[config.mk]
export PLATFORM = sky130hd
export DESIGN_NAME = alu_control_flat
export DESIGN_NICKNAME = d
export VERILOG_FILES = /design/src/rtl/alu_control_pkg.sv /design/src/rtl/alu_control_if.sv /design/src/rtl/alu_control_decode.sv /design/src/rtl/alu_control.sv /design/src/flat_wrapper.sv
export SDC_FILE = /design/constraint.sdc
export NUM_CORES = 1
export LEC_CHECK = 0
export ABC_CLOCK_PERIOD_IN_PS = 1130
export CORE_AREA = 4 4 41 43
export DETAILED_ROUTE_END_ITERATION = 12
export DIE_AREA = 0 0 45 47
export PLACE_DENSITY_LB_ADDON = 0.08
export SYNTH_ARGS = -nofsm -noshare
export SYNTH_HDL_FRONTEND = slang
export SYNTH_HIERARCHICAL = 1
export SYNTH_SLANG_ARGS = --single-unit
[constraint.sdc]
create_clock -name vclk -period 1.13
set_input_delay 0.1695 -clock vclk [all_inputs]
set_output_delay 0.1695 -clock vclk [all_outputs]
set_load 0.02 [all_outputs]
[src/rtl/alu_control_pkg.sv]
// ---------------------------------------------------------------------------
// alu_control_pkg
// Shared definitions for the WISC-SP13 ALU control decoder:
//   - opcode localparams for all 32 instruction opcodes (instr[15:11])
//   - R-format funct localparams (instr[1:0])
//   - 3-bit aluOp encodings ALU_ROL .. ALU_AND
//   - ctrl_t bundle of the five ALU control outputs and helper functions
// ---------------------------------------------------------------------------
package alu_control_pkg;

   // Opcodes
   localparam logic [4:0] OP_HALT    = 5'b00000;
   localparam logic [4:0] OP_NOP     = 5'b00001;
   localparam logic [4:0] OP_SIIC    = 5'b00010;
   localparam logic [4:0] OP_RTI     = 5'b00011;
   localparam logic [4:0] OP_J       = 5'b00100;
   localparam logic [4:0] OP_JR      = 5'b00101;
   localparam logic [4:0] OP_JAL     = 5'b00110;
   localparam logic [4:0] OP_JALR    = 5'b00111;
   localparam logic [4:0] OP_ADDI    = 5'b01000;
   localparam logic [4:0] OP_SUBI    = 5'b01001;
   localparam logic [4:0] OP_XORI    = 5'b01010;
   localparam logic [4:0] OP_ANDNI   = 5'b01011;
   localparam logic [4:0] OP_BEQZ    = 5'b01100;
   localparam logic [4:0] OP_BNEZ    = 5'b01101;
   localparam logic [4:0] OP_BLTZ    = 5'b01110;
   localparam logic [4:0] OP_BGEZ    = 5'b01111;
   localparam logic [4:0] OP_ST      = 5'b10000;
   localparam logic [4:0] OP_LD      = 5'b10001;
   localparam logic [4:0] OP_SLBI    = 5'b10010;
   localparam logic [4:0] OP_STU     = 5'b10011;
   localparam logic [4:0] OP_ROLI    = 5'b10100;
   localparam logic [4:0] OP_SLLI    = 5'b10101;
   localparam logic [4:0] OP_RORI    = 5'b10110;
   localparam logic [4:0] OP_SRLI    = 5'b10111;
   localparam logic [4:0] OP_LBI     = 5'b11000;
   localparam logic [4:0] OP_BTR     = 5'b11001;
   localparam logic [4:0] OP_SHIFT_R = 5'b11010;
   localparam logic [4:0] OP_ARITH_R = 5'b11011;
   localparam logic [4:0] OP_SEQ     = 5'b11100;
   localparam logic [4:0] OP_SLT     = 5'b11101;
   localparam logic [4:0] OP_SLE     = 5'b11110;
   localparam logic [4:0] OP_SCO     = 5'b11111;

   // R-format funct values (arithmetic group, opcode 11011)
   localparam logic [1:0] FN_ADD  = 2'b00;
   localparam logic [1:0] FN_SUB  = 2'b01;
   localparam logic [1:0] FN_XOR  = 2'b10;
   localparam logic [1:0] FN_ANDN = 2'b11;
   // R-format funct values (shift group, opcode 11010)
   localparam logic [1:0] FN_ROL  = 2'b00;
   localparam logic [1:0] FN_SLL  = 2'b01;
   localparam logic [1:0] FN_ROR  = 2'b10;
   localparam logic [1:0] FN_SRL  = 2'b11;

   // ALU operation select
   localparam logic [2:0] ALU_ROL = 3'b000;
   localparam logic [2:0] ALU_SLL = 3'b001;
   localparam logic [2:0] ALU_ROR = 3'b010;
   localparam logic [2:0] ALU_SRL = 3'b011;
   localparam logic [2:0] ALU_ADD = 3'b100;
   localparam logic [2:0] ALU_OR  = 3'b101;
   localparam logic [2:0] ALU_XOR = 3'b110;
   localparam logic [2:0] ALU_AND = 3'b111;

   typedef struct packed {
      logic [2:0] aluOp;
      logic       invA;
      logic       invB;
      logic       Cin;
      logic       sign;
   } ctrl_t;

   function automatic ctrl_t mk_ctrl(input logic [2:0] op, input logic ia,
                                     input logic ib, input logic c, input logic s);
      ctrl_t r;
      r.aluOp = op;
      r.invA  = ia;
      r.invB  = ib;
      r.Cin   = c;
      r.sign  = s;
      return r;
   endfunction

   // The register and immediate arithmetic forms share one 2-bit selector:
   // funct for 11011, opcode[1:0] for 01000..01011 (same ordering).
   function automatic ctrl_t arith_ctrl(input logic [1:0] sel);
      ctrl_t r;
      case (sel)
         FN_ADD:  r = mk_ctrl(ALU_ADD, 1'b0, 1'b0, 1'b0, 1'b1);
         FN_SUB:  r = mk_ctrl(ALU_ADD, 1'b1, 1'b0, 1'b1, 1'b1); // B - A = ~A + B + 1
         FN_XOR:  r = mk_ctrl(ALU_XOR, 1'b0, 1'b0, 1'b0, 1'b0);
         default: r = mk_ctrl(ALU_AND, 1'b0, 1'b1, 1'b0, 1'b0); // ANDN = A & ~B
      endcase
      return r;
   endfunction

endpackage

[src/rtl/alu_control_if.sv]
// ---------------------------------------------------------------------------
// alu_control_if
// Bundles the decoder inputs (opCode, funct) and the ALU control outputs
// (aluOp, invA, invB, Cin, sign).
//   master : instruction decode side, drives opCode/funct
//   slave  : alu_control, drives the ALU controls
// ---------------------------------------------------------------------------
interface alu_control_if;
   logic [4:0] opCode;
   logic [1:0] funct;
   logic [2:0] aluOp;
   logic       invA;
   logic       invB;
   logic       Cin;
   logic       sign;

   modport master (output opCode, funct,
                   input  aluOp, invA, invB, Cin, sign);
   modport slave  (input  opCode, funct,
                   output aluOp, invA, invB, Cin, sign);
endinterface

[src/rtl/alu_control_decode.sv]
// ---------------------------------------------------------------------------
// alu_control_decode
// Purely combinational opcode/funct -> ALU control decoder.
//   opCode in  5  instruction bits [15:11]
//   funct  in  2  instruction bits [1:0] (used only by 11011 and 11010)
//   ctrl   out    {aluOp, invA, invB, Cin, sign}
// ---------------------------------------------------------------------------
module alu_control_decode
   import alu_control_pkg::*;
(
   input  logic [4:0] opCode,
   input  logic [1:0] funct,
   output ctrl_t      ctrl
);

   always_comb begin
      // Default covers HALT, NOP, SIIC, RTI and the jump family.
      ctrl = mk_ctrl(ALU_ADD, 1'b0, 1'b0, 1'b0, 1'b0);
      case (opCode)
         OP_ARITH_R:                         ctrl = arith_ctrl(funct);
         OP_ADDI, OP_SUBI, OP_XORI, OP_ANDNI: ctrl = arith_ctrl(opCode[1:0]);
         // Shift funct and shift-immediate opcode[1:0] both follow the
         // ROL/SLL/ROR/SRL ordering of aluOp 000..011.
         OP_SHIFT_R:                         ctrl = mk_ctrl({1'b0, funct}, 1'b0, 1'b0, 1'b0, 1'b0);
         OP_ROLI, OP_SLLI, OP_RORI, OP_SRLI: ctrl = mk_ctrl({1'b0, opCode[1:0]}, 1'b0, 1'b0, 1'b0, 1'b0);
         OP_ST, OP_LD, OP_STU:               ctrl = mk_ctrl(ALU_ADD, 1'b0, 1'b0, 1'b0, 1'b1);
         OP_BEQZ, OP_BNEZ, OP_BLTZ, OP_BGEZ: ctrl = mk_ctrl(ALU_ADD, 1'b0, 1'b0, 1'b0, 1'b1);
         // Set-on-compare computes A - B = A + ~B + 1.
         OP_SEQ, OP_SLT, OP_SLE:             ctrl = mk_ctrl(ALU_ADD, 1'b0, 1'b1, 1'b1, 1'b1);
         OP_SCO:                             ctrl = mk_ctrl(ALU_ADD, 1'b0, 1'b0, 1'b0, 1'b0);
         OP_BTR, OP_LBI, OP_SLBI:            ctrl = mk_ctrl(ALU_OR,  1'b0, 1'b0, 1'b0, 1'b0);
         default:                            ctrl = mk_ctrl(ALU_ADD, 1'b0, 1'b0, 1'b0, 1'b0);
      endcase
   end

endmodule

[src/rtl/alu_control.sv]
// ---------------------------------------------------------------------------
// alu_control
// WISC-SP13 ALU control decoder top level.
//   clk    in  system clock (registered build only)
//   rst_n  in  asynchronous active-low reset (registered build only)
//   bus    alu_control_if.slave: opCode/funct in, aluOp/invA/invB/Cin/sign out
// Build option ALU_CONTROL_REG_OUT_EN:
//   defined   - outputs registered on rising clk, cleared to zero while rst_n=0
//   undefined - outputs combinational from opCode/funct; clk/rst_n unused
// ---------------------------------------------------------------------------
module alu_control
   import alu_control_pkg::*;
(
   input  logic         clk,
   input  logic         rst_n,
   alu_control_if.slave bus
);

   ctrl_t dec_ctrl;
   ctrl_t out_ctrl;

   alu_control_decode u_decode (
      .opCode (bus.opCode),
      .funct  (bus.funct),
      .ctrl   (dec_ctrl)
   );

`ifdef ALU_CONTROL_REG_OUT_EN
   ctrl_t ctrl_reg;

   always_ff @(posedge clk or negedge rst_n) begin
      if (!rst_n) begin
         ctrl_reg <= '0;
      end else begin
         ctrl_reg <= dec_ctrl;
      end
   end

   assign out_ctrl = ctrl_reg;
`else
   // clk and rst_n are kept on the port list so both builds share one
   // interface; they are intentionally unused here.
   logic unused_clkrst;
   assign unused_clkrst = &{1'b0, clk, rst_n};
   assign out_ctrl      = dec_ctrl;
`endif

   assign bus.aluOp = out_ctrl.aluOp;
   assign bus.invA  = out_ctrl.invA;
   assign bus.invB  = out_ctrl.invB;
   assign bus.Cin   = out_ctrl.Cin;
   assign bus.sign  = out_ctrl.sign;

endmodule

[src/flat_wrapper.sv]
// flat-port wrapper written by rule: the top's interface ports become plain ports
module alu_control_flat import alu_control_pkg::*;
  (clk, rst_n, bus_opCode, bus_funct, bus_aluOp, bus_invA, bus_invB, bus_Cin, bus_sign);
  alu_control_if bus_i ();
  input  logic clk;
  input  logic rst_n;
  input wire logic [$bits(bus_i.opCode)-1:0] bus_opCode;
  input wire logic [$bits(bus_i.funct)-1:0] bus_funct;
  output wire logic [$bits(bus_i.aluOp)-1:0] bus_aluOp;
  output wire logic [$bits(bus_i.invA)-1:0] bus_invA;
  output wire logic [$bits(bus_i.invB)-1:0] bus_invB;
  output wire logic [$bits(bus_i.Cin)-1:0] bus_Cin;
  output wire logic [$bits(bus_i.sign)-1:0] bus_sign;
  assign bus_i.opCode = bus_opCode;
  assign bus_i.funct = bus_funct;
  assign bus_aluOp = bus_i.aluOp;
  assign bus_invA = bus_i.invA;
  assign bus_invB = bus_i.invB;
  assign bus_Cin = bus_i.Cin;
  assign bus_sign = bus_i.sign;
  alu_control u_core (.clk(clk), .rst_n(rst_n), .bus(bus_i));
endmodule
==> results.py <==
metrics = {
    "run_status": {
        "outcome": "finished with violations",
        "violations": "setup timing",
    },
    "timing": {
        "setup_viol": 4,
        "slew_viol_final": 0,
        "finalCritPeriodShare_pct": 114,
        "max_freq_ghz": 0.778,
        "hold_ws_ps": 760,
        "tightest_slew_ps": 207,
        "setup_slack_ps": -155,
        "timing.final.hold_violations": 0,
        "rsz0062_at_grt": "true",
        "maxSlewHeadroom_pct": 86.2,
        "finalSetupTns_ps": -340,
        "min_period_ps": 1290,
    },
    "placement": {
        "dp_hpwl_um": 681,
        "place_congestion": 0.734,
        "post_dp_cell_area_sq_um": 458,
        "post-place-ws_ps": -1100,
        "dp.cells": 76,
        "portBuffers": 14,
    },
    "global_route": {
        "overflow": 0,
        "grt_pass1_wl_um": 1440,
        "grt_max_degree": 13,
        "antenna_found_initial": 0,
        "grt_pass1_vias": 349,
        "grtUsageTotal_pct": 8.65,
    },
    "detailed_routing": {
        "first_iter_violations": 2,
        "routed_via_density": 4.65,
        "wl_per_cell_um": 12.3,
        "final_antenna_net_count": 0,
        "drc": 0,
        "dr.pass1.iters": 3,
        "via_count": 377,
        "wl_um": 997,
    },
    "setup_path": {
        "cp_max_fo": 3,
        "required_ps": 960,
        "worstPathCellList": "buf_8 -> mux2_4 -> a22oi_2 -> nor2_1 -> a211oi_2 -> buf_4",
        "cpPeakStageDelay_ps": 290,
        "critPathLaunchType": "input port",
        "critPathKind": "in -> out",
        "arrival_ps": 1120,
        "cp_slowest_cell": "mux2_4",
        "critPathCaptureType": "primary output",
    },
    "pwr": {
        "p_clk_share_pct": 0,
        "pwr_density_cell_mw_per_mm2": 389,
        "max-vdd-ir-drop_v": 0.000146,
        "power_uw": 224,
        "share_seq_of_total_power_pct": 0,
        "netSwitchingFraction_pct": 45.4,
        "p_leak_nw": 0.284,
        "intPower_uw": 122,
        "combPwrFrac_pct": 100.0,
        "p_switching_uw": 102,
    },
    "final_layout": {
        "final_design_area_no_fill_sq_um": 574,
        "num-nets-final": 77,
        "drive_gt1_share_pct": 66.7,
        "area_delta_synth_final_pct": 130,
        "mostFrequentLayoutCell": "buf_4",
        "nClkBuffers": 0,
        "n_antenna_cell": 0,
        "utilization_pct": 44.1,
        "seq_cell_count": 0,
        "fin_cells": 81,
        "final_cell_mix": "16 x buf_4, 10 x buf_6, 4 x nor2_1",
        "fillerInstances": 145,
        "seqCellArea_sq_um": 0,
    },
    "synthesis": {
        "syn_avg_cell_area_sq_um": 6.26,
        "synth_top_area_cell": "nor2b_1",
        "synth_cells": 40,
        "synthesis.nets": 49,
        "synthesis.area_sq_um": 250,
        "synth_seq_area_share_pct": 0,
        "synth_top_area_share_pct": 10.0,
        "ys_top_cells_by_area": "nor2b_1 10%, a21oi_1 8.0%, nor2_1 7.5%, buf_4 6.0%, mux2_4 6.0%",
        "yosys_warnings": 6,
        "synth_cell_type_count": 24,
    },
    "die": {
        "rows": 13,
        "die_w_um": 45,
        "coreArea_sq_mm": 0.00130,
        "start_util_pct": 19.2,
        "fp.dieH_um": 47,
        "ios": 16,
        "dieArea_sq_mm": 0.00212,
    },
    "job": {
        "maxCapViolCount": 0,
    },
    "worst_hold_path": {
        "min_path_type": "in -> out",
    },
}
[cell usage after synthesis (2+ instances only)]
cell type  number
nor2b_1         4
buf_4           2
a21oi_1         4
nor2_1          5
o21ai_0         2
nand2b_1        2
nand2_1         4
[cells by family (layout without fill, tap and decap cells)]
kind of cell,after synthesis,in the layout,share of synthesized area (%)
multiplexers,1,1,6.00
buffers and inverters,4,30,12.0
AO/OA/AOI/OAI,13,13,36.0
AND/OR/NAND/NOR,22,22,46.0
[final timing paths]
path	start	end	slack, ps	cells after the start
worst max-delay path	bus_opCode[1]	bus_sign	-160	6
worst min-delay path	bus_opCode[2]	bus_sign	760	4
[final cells by class]
| class | instances | area, sq um | share of cell area [%] |
|---|---|---|---|
| multi-input combinational | 36 | 294 | 51.2 |
| timing repair buffer | 29 | 258 | 44.9 |
| tap | 15 | 18.8 | 3.27 |
| inverter | 1 | 3.75 | 0.654 |
[worst max-delay path, delay by kind of cell]
kind | cells | cell delay [ps]
buf+inv | 2 | 270
mux | 1 | 290
simple gates | 1 | 60
compound gates | 2 | 310
[per-layer routing]
layer  share of wire (%)  vias to the layer above  global-route usage, %  wire length (um)
li1                    -                      194                      -                 -
met1                  45                      173                   11.2               445
met2                  49                       10                   16.7               491
met3                 6.0                        0                  0.383                60
met4                   0                        0                      0                 0
met5                   0                        -                      0                 0
[power by group through the flow]
stage	sequential, mW	combinational (mW)	clock, mW
after global placement	0	0.174	0
final	0	0.224	0
after CTS	0	0.182	0
after floorplan	0	0.0865	0
after detailed placement	0	0.175	0
after global routing	0	0.240	0
[repair_timing]
| action | CTS | global route |
|---|---|---|
| hold buffers | 0 | 0 |
| endpoints found under the setup margin | 7 | 7 |
| buffers inserted | 0 | 5 |
| endpoints found under the hold margin | 0 | 0 |
| pin swaps | 8 | 11 |
| resized for setup | 79 | 19 |
No activity file was read; power rests on OpenSTA's default activity.
